--- config.mk ---
export PLATFORM = sky130hd
export DESIGN_NAME = hilo_div_unit_flat
export DESIGN_NICKNAME = d
export VERILOG_FILES = /design/src/rtl/hilo_div_unit_if.sv /design/src/rtl/hilo_div_unit.sv /design/src/flat_wrapper.sv
export SDC_FILE = /design/constraint.sdc
export NUM_CORES = 1
export LEC_CHECK = 0
export BUFFER_PORTS_ARGS = -buffer_cell sky130_fd_sc_hd__buf_2
export CAP_MARGIN = 20
export CORE_ASPECT_RATIO = 2
export CORE_UTILIZATION = 40
export CTS_CLUSTER_SIZE = 40
export DETAILED_ROUTE_END_ITERATION = 8
export SLEW_MARGIN = 40
export SYNTH_ARGS = -nofsm -noshare
export SYNTH_HDL_FRONTEND = slang
export SYNTH_SLANG_ARGS = --single-unit
--- constraint.sdc ---
create_clock -name Clk -period 11.4 [get_ports Clk]
set_input_delay 0.57 -clock Clk [delete_from_list [all_inputs] [get_ports Clk]]
set_output_delay 0.57 -clock Clk [all_outputs]
set_load 0.02 [all_outputs]
--- src/rtl/hilo_div_unit_if.sv ---
// hilo_div_unit_if
// Request/result bundle between the EX stage and the HI/LO divide unit.
//   master : EX-stage side, drives Start/Op/A/B/ALUHi/ALULo and observes
//            Hi/Lo/Busy/Done/DivByZero.
//   slave  : the hilo_div_unit itself.
interface hilo_div_unit_if #(
    parameter int DATA_WIDTH = 32
);
    logic                  Start;
    logic [2:0]            Op;
    logic [DATA_WIDTH-1:0] A;
    logic [DATA_WIDTH-1:0] B;
    logic [DATA_WIDTH-1:0] ALUHi;
    logic [DATA_WIDTH-1:0] ALULo;
    logic [DATA_WIDTH-1:0] Hi;
    logic [DATA_WIDTH-1:0] Lo;
    logic                  Busy;
    logic                  Done;
    logic                  DivByZero;

    modport master (
        output Start, Op, A, B, ALUHi, ALULo,
        input  Hi, Lo, Busy, Done, DivByZero
    );

    modport slave (
        input  Start, Op, A, B, ALUHi, ALULo,
        output Hi, Lo, Busy, Done, DivByZero
    );
endinterface

--- src/rtl/hilo_div_unit.sv ---
// hilo_div_unit
// HI/LO register file with an iterative restoring divider (DIV/DIVU),
// plus single-cycle MTHI, MTLO and MULT product load.
// Ports:
//   Clk    : rising-edge clock
//   Reset  : asynchronous active-high reset, clears all state
//   bus    : request (Start, Op, A, B, ALUHi, ALULo) and result
//            (Hi, Lo, Busy, Done, DivByZero) bundle, slave side
module hilo_div_unit #(
    parameter int DATA_WIDTH = 32
) (
    input  logic                 Clk,
    input  logic                 Reset,
    hilo_div_unit_if.slave       bus
);
    localparam int CW = $clog2(DATA_WIDTH);

    localparam logic [2:0] OP_DIV   = 3'b000;
    localparam logic [2:0] OP_DIVU  = 3'b001;
    localparam logic [2:0] OP_MTHI  = 3'b010;
    localparam logic [2:0] OP_MTLO  = 3'b011;
    localparam logic [2:0] OP_MLOAD = 3'b100;

    typedef enum logic [1:0] {
        S_IDLE = 2'd0,
        S_RUN  = 2'd1,
        S_FIX  = 2'd2
    } state_t;

    // Two's-complement negate when en is set, otherwise pass through.
    function automatic logic [DATA_WIDTH-1:0] cond_neg(
        input logic [DATA_WIDTH-1:0] v,
        input logic                  en
    );
        if (en) begin
            cond_neg = ~v + DATA_WIDTH'(1);
        end else begin
            cond_neg = v;
        end
    endfunction

    state_t                state_q, state_d;
    logic [CW-1:0]         cnt_q, cnt_d;
    logic [DATA_WIDTH-1:0] dvd_q, dvd_d;   // dividend bits out, quotient bits in
    logic [DATA_WIDTH-1:0] dvs_q, dvs_d;   // divisor magnitude
    logic [DATA_WIDTH-1:0] rem_q, rem_d;   // partial remainder (always < divisor)
    logic                  qneg_q, qneg_d;
    logic                  rneg_q, rneg_d;
    logic [DATA_WIDTH-1:0] hi_q, hi_d;
    logic [DATA_WIDTH-1:0] lo_q, lo_d;
    logic                  busy_q, busy_d;
    logic                  done_q, done_d;
    logic                  dbz_q, dbz_d;

    logic                  is_div_s;
    logic [DATA_WIDTH:0]   rem_shift_s;

    // Next-state logic for the FSM, datapath and HI/LO registers.
    always_comb begin
        state_d = state_q;
        cnt_d   = cnt_q;
        dvd_d   = dvd_q;
        dvs_d   = dvs_q;
        rem_d   = rem_q;
        qneg_d  = qneg_q;
        rneg_d  = rneg_q;
        hi_d    = hi_q;
        lo_d    = lo_q;
        dbz_d   = dbz_q;
        done_d  = 1'b0;

        is_div_s    = (bus.Op == OP_DIV);
        // Partial remainder is < divisor, so its shifted form fits in W+1 bits.
        rem_shift_s = {rem_q, dvd_q[DATA_WIDTH-1]};

        case (state_q)
            S_IDLE: begin
                if (bus.Start) begin
                    case (bus.Op)
                        OP_DIV, OP_DIVU: begin
                            // Magnitudes wrap: |0x80000000| stays 0x80000000.
                            dvd_d   = cond_neg(bus.A, is_div_s && bus.A[DATA_WIDTH-1]);
                            dvs_d   = cond_neg(bus.B, is_div_s && bus.B[DATA_WIDTH-1]);
                            qneg_d  = is_div_s && (bus.A[DATA_WIDTH-1] ^ bus.B[DATA_WIDTH-1]);
                            rneg_d  = is_div_s && bus.A[DATA_WIDTH-1];
                            rem_d   = '0;
                            cnt_d   = CW'(DATA_WIDTH - 1);
                            state_d = S_RUN;
                        end
                        OP_MTHI: begin
                            hi_d = bus.A;
                        end
                        OP_MTLO: begin
                            lo_d = bus.A;
                        end
                        OP_MLOAD: begin
                            hi_d = bus.ALUHi;
                            lo_d = bus.ALULo;
                        end
                        default: begin
                            hi_d = hi_q;
                        end
                    endcase
                end else begin
                    state_d = S_IDLE;
                end
            end
            S_RUN: begin
                // Restoring step; the freed LSB of dvd collects the quotient bit.
                if (rem_shift_s >= {1'b0, dvs_q}) begin
                    rem_d = rem_shift_s[DATA_WIDTH-1:0] - dvs_q;
                    dvd_d = {dvd_q[DATA_WIDTH-2:0], 1'b1};
                end else begin
                    rem_d = rem_shift_s[DATA_WIDTH-1:0];
                    dvd_d = {dvd_q[DATA_WIDTH-2:0], 1'b0};
                end
                if (cnt_q == CW'(0)) begin
                    state_d = S_FIX;
                end else begin
                    cnt_d = cnt_q - CW'(1);
                end
            end
            S_FIX: begin
                lo_d    = cond_neg(dvd_q, qneg_q);
                hi_d    = cond_neg(rem_q, rneg_q);
                dbz_d   = (dvs_q == '0);
                done_d  = 1'b1;
                state_d = S_IDLE;
            end
            default: begin
                state_d = S_IDLE;
            end
        endcase

        busy_d = (state_d != S_IDLE);
    end

    // State and output registers; async reset aborts any divide in flight.
    always_ff @(posedge Clk or posedge Reset) begin
        if (Reset) begin
            state_q <= S_IDLE;
            cnt_q   <= '0;
            dvd_q   <= '0;
            dvs_q   <= '0;
            rem_q   <= '0;
            qneg_q  <= 1'b0;
            rneg_q  <= 1'b0;
            hi_q    <= '0;
            lo_q    <= '0;
            busy_q  <= 1'b0;
            done_q  <= 1'b0;
            dbz_q   <= 1'b0;
        end else begin
            state_q <= state_d;
            cnt_q   <= cnt_d;
            dvd_q   <= dvd_d;
            dvs_q   <= dvs_d;
            rem_q   <= rem_d;
            qneg_q  <= qneg_d;
            rneg_q  <= rneg_d;
            hi_q    <= hi_d;
            lo_q    <= lo_d;
            busy_q  <= busy_d;
            done_q  <= done_d;
            dbz_q   <= dbz_d;
        end
    end

    assign bus.Hi        = hi_q;
    assign bus.Lo        = lo_q;
    assign bus.Busy      = busy_q;
    assign bus.Done      = done_q;
    assign bus.DivByZero = dbz_q;
endmodule

--- src/flat_wrapper.sv ---
// flat-port wrapper written by rule: the top's interface ports become plain ports
module hilo_div_unit_flat 
#(
    parameter int DATA_WIDTH = 32
)
  (Clk, Reset, bus_Start, bus_Op, bus_A, bus_B, bus_ALUHi, bus_ALULo, bus_Hi, bus_Lo, bus_Busy, bus_Done, bus_DivByZero);
  hilo_div_unit_if #(.DATA_WIDTH(DATA_WIDTH)) bus_i ();
  input  logic Clk;
  input  logic Reset;
  input wire logic [$bits(bus_i.Start)-1:0] bus_Start;
  input wire logic [$bits(bus_i.Op)-1:0] bus_Op;
  input wire logic [$bits(bus_i.A)-1:0] bus_A;
  input wire logic [$bits(bus_i.B)-1:0] bus_B;
  input wire logic [$bits(bus_i.ALUHi)-1:0] bus_ALUHi;
  input wire logic [$bits(bus_i.ALULo)-1:0] bus_ALULo;
  output wire logic [$bits(bus_i.Hi)-1:0] bus_Hi;
  output wire logic [$bits(bus_i.Lo)-1:0] bus_Lo;
  output wire logic [$bits(bus_i.Busy)-1:0] bus_Busy;
  output wire logic [$bits(bus_i.Done)-1:0] bus_Done;
  output wire logic [$bits(bus_i.DivByZero)-1:0] bus_DivByZero;
  assign bus_i.Start = bus_Start;
  assign bus_i.Op = bus_Op;
  assign bus_i.A = bus_A;
  assign bus_i.B = bus_B;
  assign bus_i.ALUHi = bus_ALUHi;
  assign bus_i.ALULo = bus_ALULo;
  assign bus_Hi = bus_i.Hi;
  assign bus_Lo = bus_i.Lo;
  assign bus_Busy = bus_i.Busy;
  assign bus_Done = bus_i.Done;
  assign bus_DivByZero = bus_i.DivByZero;
  hilo_div_unit #(.DATA_WIDTH(DATA_WIDTH)) u_core (.Clk(Clk), .Reset(Reset), .bus(bus_i));
endmodule
==> impl_metrics.py, run 1 <==
metrics = {
    "status": {
        "status": "completed",
    },
    "synthesis": {
        "synth_cell_types": 65,
        "synth_most_common_cell": "nand2_1",
        "ys_seq_area_share_pct": 35.2,
        "ys_ff_latch": 172,
        "synth_area_leaders": "dfrtp_1 35%, o21ai_0 7.0%, nand2_1 6.7%, a21oi_1 6.5%, xnor2_1 6.4%",
        "syn_area_um2": 12200,
        "synth_top_area_share_pct": 35.2,
        "synthFlopType": "dfrtp_1",
        "yosys_warnings": 0,
        "synth.largest_area_cell": "dfrtp_1",
        "synthTopCellsByCount": "220 x nand2_1, 172 x dfrtp_1, 172 x o21ai_0",
        "syn_nets": 1720,
        "synthCells": 1548,
        "syn_avg_cell_area_um2": 7.91,
        "postSynth.asyncResetShare_pct": 100,
        "synth_edf_count": 0,
    },
    "clock_tree": {
        "path_clk_slew_ns": 0.07,
        "numCtsBuffers": 17,
        "h-tree-depth": 4,
        "cts.sinks": 172,
        "cts_hold_buf": 0,
        "worstSkewPairLatency_ns": 0.46,
        "root_buffer": "clkbuf_16",
        "clockBufferDepth": 2,
        "post_cts_resized": 0,
        "post-cts-setup-buffer-count": 0,
        "cts_tree": "yes",
    },
    "timing": {
        "slew-limit-headroom_pct": 42.7,
        "grt_setup_unrepaired": "no",
        "fin_crit_ns": 3.77,
        "slew_viol_final": 0,
        "fmax_mhz": 265,
        "tns_ns": 0,
        "hold_violations": 0,
        "min_period_over_period_pct": 33.1,
        "worst_pin_slew_ns": 0.852,
        "finalSetupViolations": 0,
        "skew_ns": 0.00879,
    },
    "global_route": {
        "antenna_found_initial": 2,
        "grt_pass1_wl_um": 62400,
        "grtUsageTotal_pct": 25.6,
        "first_global_vias": 11609,
        "grt_max_degree": 105,
        "overflow": 0,
    },
    "hold_path": {
        "hp-class": "in2async",
    },
    "worst_setup_path": {
        "crit_path_top_delay_cell": "a311oi_1",
        "r2r-start": "u_core.rem_q[3]$_DFFE_PP0P_",
        "crit_required_ns": 11.73,
        "arrival_ns": 4.11,
        "end_kind": "flip-flop",
        "path_max_fanout": 18,
        "ff2ff_setup_slack_ns": 7.63,
        "crit_buf_inv": 1,
        "start_kind": "flip-flop",
        "startpoint": "u_core.rem_q[3]$_DFFE_PP0P_",
        "crit_family": "compound AO/OA/AOI/OAI gates",
        "path_cells": "ha_1, nand3_1, o21bai_1, a211oi_1, o2111ai_1, a311oi_1, or2_1, buf_4, mux2i_1, o22ai_1",
        "max_stage_delay_ns": 0.65,
        "path_class": "reg2reg",
    },
    "pwr": {
        "ir_drop_mv": 0.154,
        "intPower_mw": 2.36,
        "p_comb_share_pct": 58.2,
        "leakage_nw": 6.33,
        "power_density_nw_per_um2": 323,
        "finalPower_mw": 4.56,
        "switching_share_pct": 48.3,
        "p_switching_mw": 2.20,
        "power_frac_seq_pct": 28.1,
        "p_clk_share_pct": 13.7,
    },
    "placed_design": {
        "port-buffer-count": 200,
        "dp_hpwl_um": 30200,
        "place_area_um2": 13500,
        "place.gp.congestion": 0.913,
        "dp.cells": 2037,
    },
    "routing": {
        "drt-total-wl_um": 39100,
        "via_per_inst": 5.67,
        "firstDrtPassIters": 5,
        "drc": 0,
        "drtIter0Drc": 608,
        "num_vias": 11737,
        "wl_per_cell_um": 18.9,
        "drtAntennaViolNets": 0,
    },
    "run": {
        "maxCapViolCount": 0,
    },
    "cells_and_area": {
        "final_cell_count_no_fill": 2071,
        "area_growth_pct": 15.1,
        "drive_gt1_share_pct": 15.8,
        "post-route-util_pct": 46.7,
        "final_net_count": 1860,
        "fin_area_um2": 14100,
    },
    "floorplanning": {
        "fp.dieH_um": 249,
        "die_w_um": 126,
        "initial_core_util_pct": 40.6,
        "io_pins": 201,
        "rows": 90,
        "core_area_um2": 30200,
        "die-area_um2": 31300,
    },
}
-- power groups by stage --
stage / sequential, mW / combinational [mW] / clock (mW)
after floorplan: 1.31 / 1.89 / 0
after global placement: 1.27 / 2.62 / 0
after detailed placement: 1.29 / 2.65 / 0
after CTS: 1.28 / 2.66 / 0.638
after global routing: 1.33 / 2.94 / 0.658
final: 1.28 / 2.65 / 0.626
-- final timing paths --
path / depth (start not counted) / end
min in group Clk: 3 / u_core.dvs_q[5]$_DFFE_PP0P_
min: 2 / u_core.bus.Hi[0]$_DFFE_PP0P_
max: 10 / u_core.rem_q[1]$_DFFE_PP0P_
max reg2reg: 10 / u_core.rem_q[1]$_DFFE_PP0P_
min reg2reg: 2 / u_core.bus.Lo[5]$_DFFE_PP0P_
max in group asynchronous: 4 / u_core.rneg_q$_DFFE_PP0P_
-- worst register-to-register path, cell delays in order (launching register included) --
cell       delay (ns)
dfrtp_1          0.45
ha_1             0.44
nand3_1          0.14
o21bai_1         0.23
a211oi_1         0.40
o2111ai_1        0.30
a311oi_1         0.65
or2_1            0.34
buf_4            0.36
mux2i_1          0.24
o22ai_1          0.10
-- registers in the layout, summed over array words and instances (netlist names), 2 cells and up --
name,flops
u_core.dvs_q,32
u_core.cnt_q,5
u_core.dvd_q,32
u_core.rem_q,32
u_core.state_q,2
u_core.bus.Hi,32
u_core.bus.Lo,32
-- per-layer routing --
layer / global-route usage, % / vias to the layer above / wire length [µm]
met5: 0 / - / 0
met4: 12.4 / 0 / 1600
met3: 3.24 / 80 / 1210
met2: 48.7 / 304 / 21700
met1: 27.4 / 5572 / 14600
li1: - / 5781 / -
-- cell families (layout without fill, tap and decap cells) --
group	after synthesis	count (layout)	synth area share, %
compound gates	538	538	25.8
simple gates	472	472	17.6
flops	172	172	35.2
buf+inv	160	313	5.26
xor+xnor	149	149	10.7
fa+ha+maj	38	38	3.95
mux	19	19	1.55
other cells	0	2	0
-- metrics by stage --
step	setup WS (ns)	hold WS [ns]
after floorplan	6.17	0.445
after global placement	7.77	0.458
after detailed placement	7.69	0.463
after CTS	7.66	0.191
after global routing	7.42	0.211
final	7.63	0.165
-- area by class of cell --
class                           instances  area [µm²]
Timing Repair Buffer                  214        1120
Clock inverter                          9         135
Fill cell                            3117       16100
Inverter                               67         256
Sequential cell                       172        4310
Antenna cell                            2        5.00
Multi-Input combinational cell       1216        7330
Clock buffer                           23         488
Tap cell                              368         460
-- placed cells by master (no fill, tap or decap), types with 6 or more instances in the layout --
master	n
nand2_1	219
buf_2	200
o21ai_0	172
dfrtp_1	171
a21oi_1	158
nor2_1	90
xnor2_1	90
inv_1	64
xor2_1	59
ha_1	37
o22ai_1	33
nor3_1	30
o21ai_1	29
and2_1	26
o31ai_1	25
a21o_1	24
nor4_1	22
a211oi_1	21
mux2i_1	19
nand3_1	17
clkbuf_16	17
nand4_1	14
o41ai_1	14
a31oi_1	12
or4_1	11
buf_4	11
nand2b_1	8
or3_1	7
a32oi_1	7
and3_1	6
(Power assumes the default switching activity.)
==> run 2, diff against run 1 <==
--- a/config.mk
+++ b/config.mk
@@ -5,6 +5,7 @@
 export SDC_FILE = /design/constraint.sdc
 export NUM_CORES = 1
 export LEC_CHECK = 0
+export ABC_AREA = 1
 export BUFFER_PORTS_ARGS = -buffer_cell sky130_fd_sc_hd__buf_2
 export CAP_MARGIN = 20
 export CORE_ASPECT_RATIO = 2
==> constraint.sdc (replaced) <==
create_clock -name Clk -period 3.3 [get_ports Clk]
set_input_delay 0.165 -clock Clk [delete_from_list [all_inputs] [get_ports Clk]]
set_output_delay 0.165 -clock Clk [all_outputs]
set_load 0.02 [all_outputs]
==> impl_metrics.py, run 2 <==
metrics = {
    "status": {
        "status": "completed",
    },
    "timing": {
        "hold_violations": 0,
        "min_period_over_period_pct": 84.9,
        "tns_ns": 0,
        "fmax_mhz": 357,
        "skew_ns": 0.0134,
        "slew_viol_final": 0,
        "fin_ws_ns": 0.499,
        "worst_pin_slew_ns": 0.798,
        "fin_crit_ns": 2.80,
        "holdWs_ns": 0.0162,
        "grt_setup_unrepaired": "no",
        "slew-limit-headroom_pct": 46.5,
        "finalSetupViolations": 0,
    },
    "synthesis": {
        "synthTopCellsByCount": "738 x nand2_1, 310 x inv_1, 250 x nor2_1",
        "synthCells": 2378,
        "ys_seq_area_share_pct": 29.6,
        "syn_nets": 2550,
        "synth.largest_area_cell": "dfrtp_1",
        "syn_area_um2": 14500,
        "postSynth.asyncResetShare_pct": 100,
        "yosys_warnings": 0,
        "synth_top_area_share_pct": 29.6,
        "synthFlopType": "dfrtp_1",
        "ys_ff_latch": 172,
        "synth_area_leaders": "dfrtp_1 30%, nand2_1 19%, inv_1 8.0%, nand3_1 7.9%, nor2_1 6.5%",
        "synth_most_common_cell": "nand2_1",
        "synth_cell_types": 44,
        "syn_avg_cell_area_um2": 6.11,
        "synth_edf_count": 0,
    },
    "global_route": {
        "grt_max_degree": 106,
        "grt_pass1_wl_um": 104000,
        "antenna_found_initial": 8,
        "grtUsageTotal_pct": 39.3,
        "overflow": 0,
        "first_global_vias": 16630,
    },
    "pwr": {
        "p_clk_share_pct": 11.3,
        "intPower_mw": 8.00,
        "power_frac_seq_pct": 23.0,
        "leakage_nw": 8.43,
        "p_comb_share_pct": 65.8,
        "finalPower_mw": 18.5,
        "power_density_nw_per_um2": 1110,
        "switching_share_pct": 56.8,
        "p_switching_mw": 10.5,
        "ir_drop_mv": 0.540,
    },
    "cells_and_area": {
        "area_growth_pct": 14.6,
        "fin_area_um2": 16600,
        "final_cell_mix": "738 x nand2_1, 308 x inv_1, 247 x nor2_1",
        "drive_gt1_share_pct": 12.7,
        "post-route-util_pct": 46.5,
        "final_cell_count_no_fill": 3016,
        "final_net_count": 2718,
        "final_common_cell": "nand2_1",
    },
    "floorplanning": {
        "fp.dieH_um": 271,
        "rows": 98,
        "initial_core_util_pct": 40.6,
        "die-area_um2": 37100,
        "core_area_um2": 35800,
        "die_w_um": 137,
        "io_pins": 201,
    },
    "routing": {
        "drtAntennaViolNets": 0,
        "drc": 0,
        "drt-total-wl_um": 70600,
        "num_vias": 16546,
        "drtIter0Drc": 1185,
        "firstDrtPassIters": 5,
        "wl_per_cell_um": 23.4,
        "via_per_inst": 5.49,
    },
    "clock_tree": {
        "cts_tree": "yes",
        "post_cts_resized": 0,
        "cts.sinks": 172,
        "clockBufferDepth": 2,
        "path_clk_slew_ns": 0.07,
        "h-tree-depth": 4,
        "root_buffer": "clkbuf_16",
        "numCtsBuffers": 17,
        "worstSkewPairLatency_ns": 0.47,
    },
    "worst_setup_path": {
        "r2r-start": "u_core.dvs_q[31]$_DFFE_PP0P_",
        "arrival_ns": 3.18,
        "path_max_fanout": 32,
        "ff2ff_path_depth": 12,
        "crit_required_ns": 3.68,
        "end_kind": "flip-flop",
        "start_kind": "flip-flop",
        "startpoint": "u_core.dvs_q[31]$_DFFE_PP0P_",
        "path_class": "reg2reg",
    },
    "hold_path": {
        "min-delay-start": "bus_B[0]",
        "hold-path-cell-count": 3,
        "hp-class": "in2reg",
    },
    "placed_design": {
        "place_area_um2": 16000,
        "port-buffer-count": 200,
        "dp_slack_ns": 0.592,
        "dp.cells": 2975,
        "place.gp.congestion": 1.04,
        "dp_hpwl_um": 55400,
    },
    "run": {
        "maxCapViolCount": 0,
    },
}
-- run 2: cell types whose count changed after synthesis, moves of 25 or more --
cell and change:
and2_1 -25, clkbuf_1 -44, xnor2_1 -73, nand2_1 +518
inv_1 +245, nor2_1 +159, o21ai_0 -46, o22ai_1 -32
nand3_1 +212
-- run 2: timing repair --
action | 4_1_cts | 5_1_grt
hold endpoints to repair | 24 | 0
setup buffers | 0 | 0
hold buffers | 2 | 0
-- run 2: kinds of logic (layout without fill, tap and decap cells) --
| kind of cell | after synthesis | after routing | synth area share (%) |
|---|---|---|---|
| xor+xnor | 72 | 72 | 4.34 |
| simple gates | 1319 | 1319 | 38.4 |
| fa+ha+maj | 38 | 38 | 3.33 |
| buf+inv | 409 | 590 | 11.1 |
| flops | 172 | 172 | 29.6 |
| other cells | 0 | 7 | 0 |
| compound gates | 368 | 368 | 13.2 |
-- run 2: power groups by stage --
stage | sequential (mW) | clock [mW] | combinational (mW)
after floorplan | 4.34 | 0 | 7.68
after global placement | 4.23 | 0 | 12.0
after detailed placement | 4.26 | 0 | 11.9
after CTS | 4.22 | 2.11 | 12.0
after global routing | 4.36 | 2.18 | 13.5
final | 4.26 | 2.09 | 12.2
-- run 2: worst paths after layout --
kind | end | slack [ns]
worst min-delay path | u_core.dvs_q[0]$_DFFE_PP0P_ | 0.02
worst min register to register | u_core.cnt_q[0]$_DFFE_PP0P_ | 0.47
worst max-delay path | u_core.dvd_q[0]$_DFFE_PP0P_ | 0.50
worst max register to register | u_core.dvd_q[0]$_DFFE_PP0P_ | 0.50
min in group asynchronous | u_core.bus.Lo[29]$_DFFE_PP0P_ | 0.33
max in group asynchronous | u_core.dvs_q[0]$_DFFE_PP0P_ | 2.03
-- run 2: per-layer routing --
metal  routed length, µm  part of all wire (%)  global-route usage, %
met5                  18                 0.026                      0
met2               36000                    51                   69.8
met1               21700                    31                   34.2
met4                8330                    12                   39.8
met3                4470                   6.3                   9.77
-- run 2: worst max-delay path, stage by stage, from the launching register on --
cell and delay (ns):
dfrtp_1 0.35, inv_1 0.15, ha_1 0.37, nand2_1 0.18
nor2_1 0.40, nand2_1 0.09, nor2_1 0.14, nand2_2 0.10
nor2_4 0.16, nor2_8 0.08, nand2_8 0.21, nand2_2 0.25
a22oi_1 0.22
-- run 2: area by class of cell --
cell class	instances	area, µm²
clock inverter	13	123
timing repair buffer	232	1310
multi-input combinational	1797	8640
sequential	172	4300
tap	450	563
clock buffer	19	453
fill	3915	19200
antenna	7	17.5
inverter	326	1230
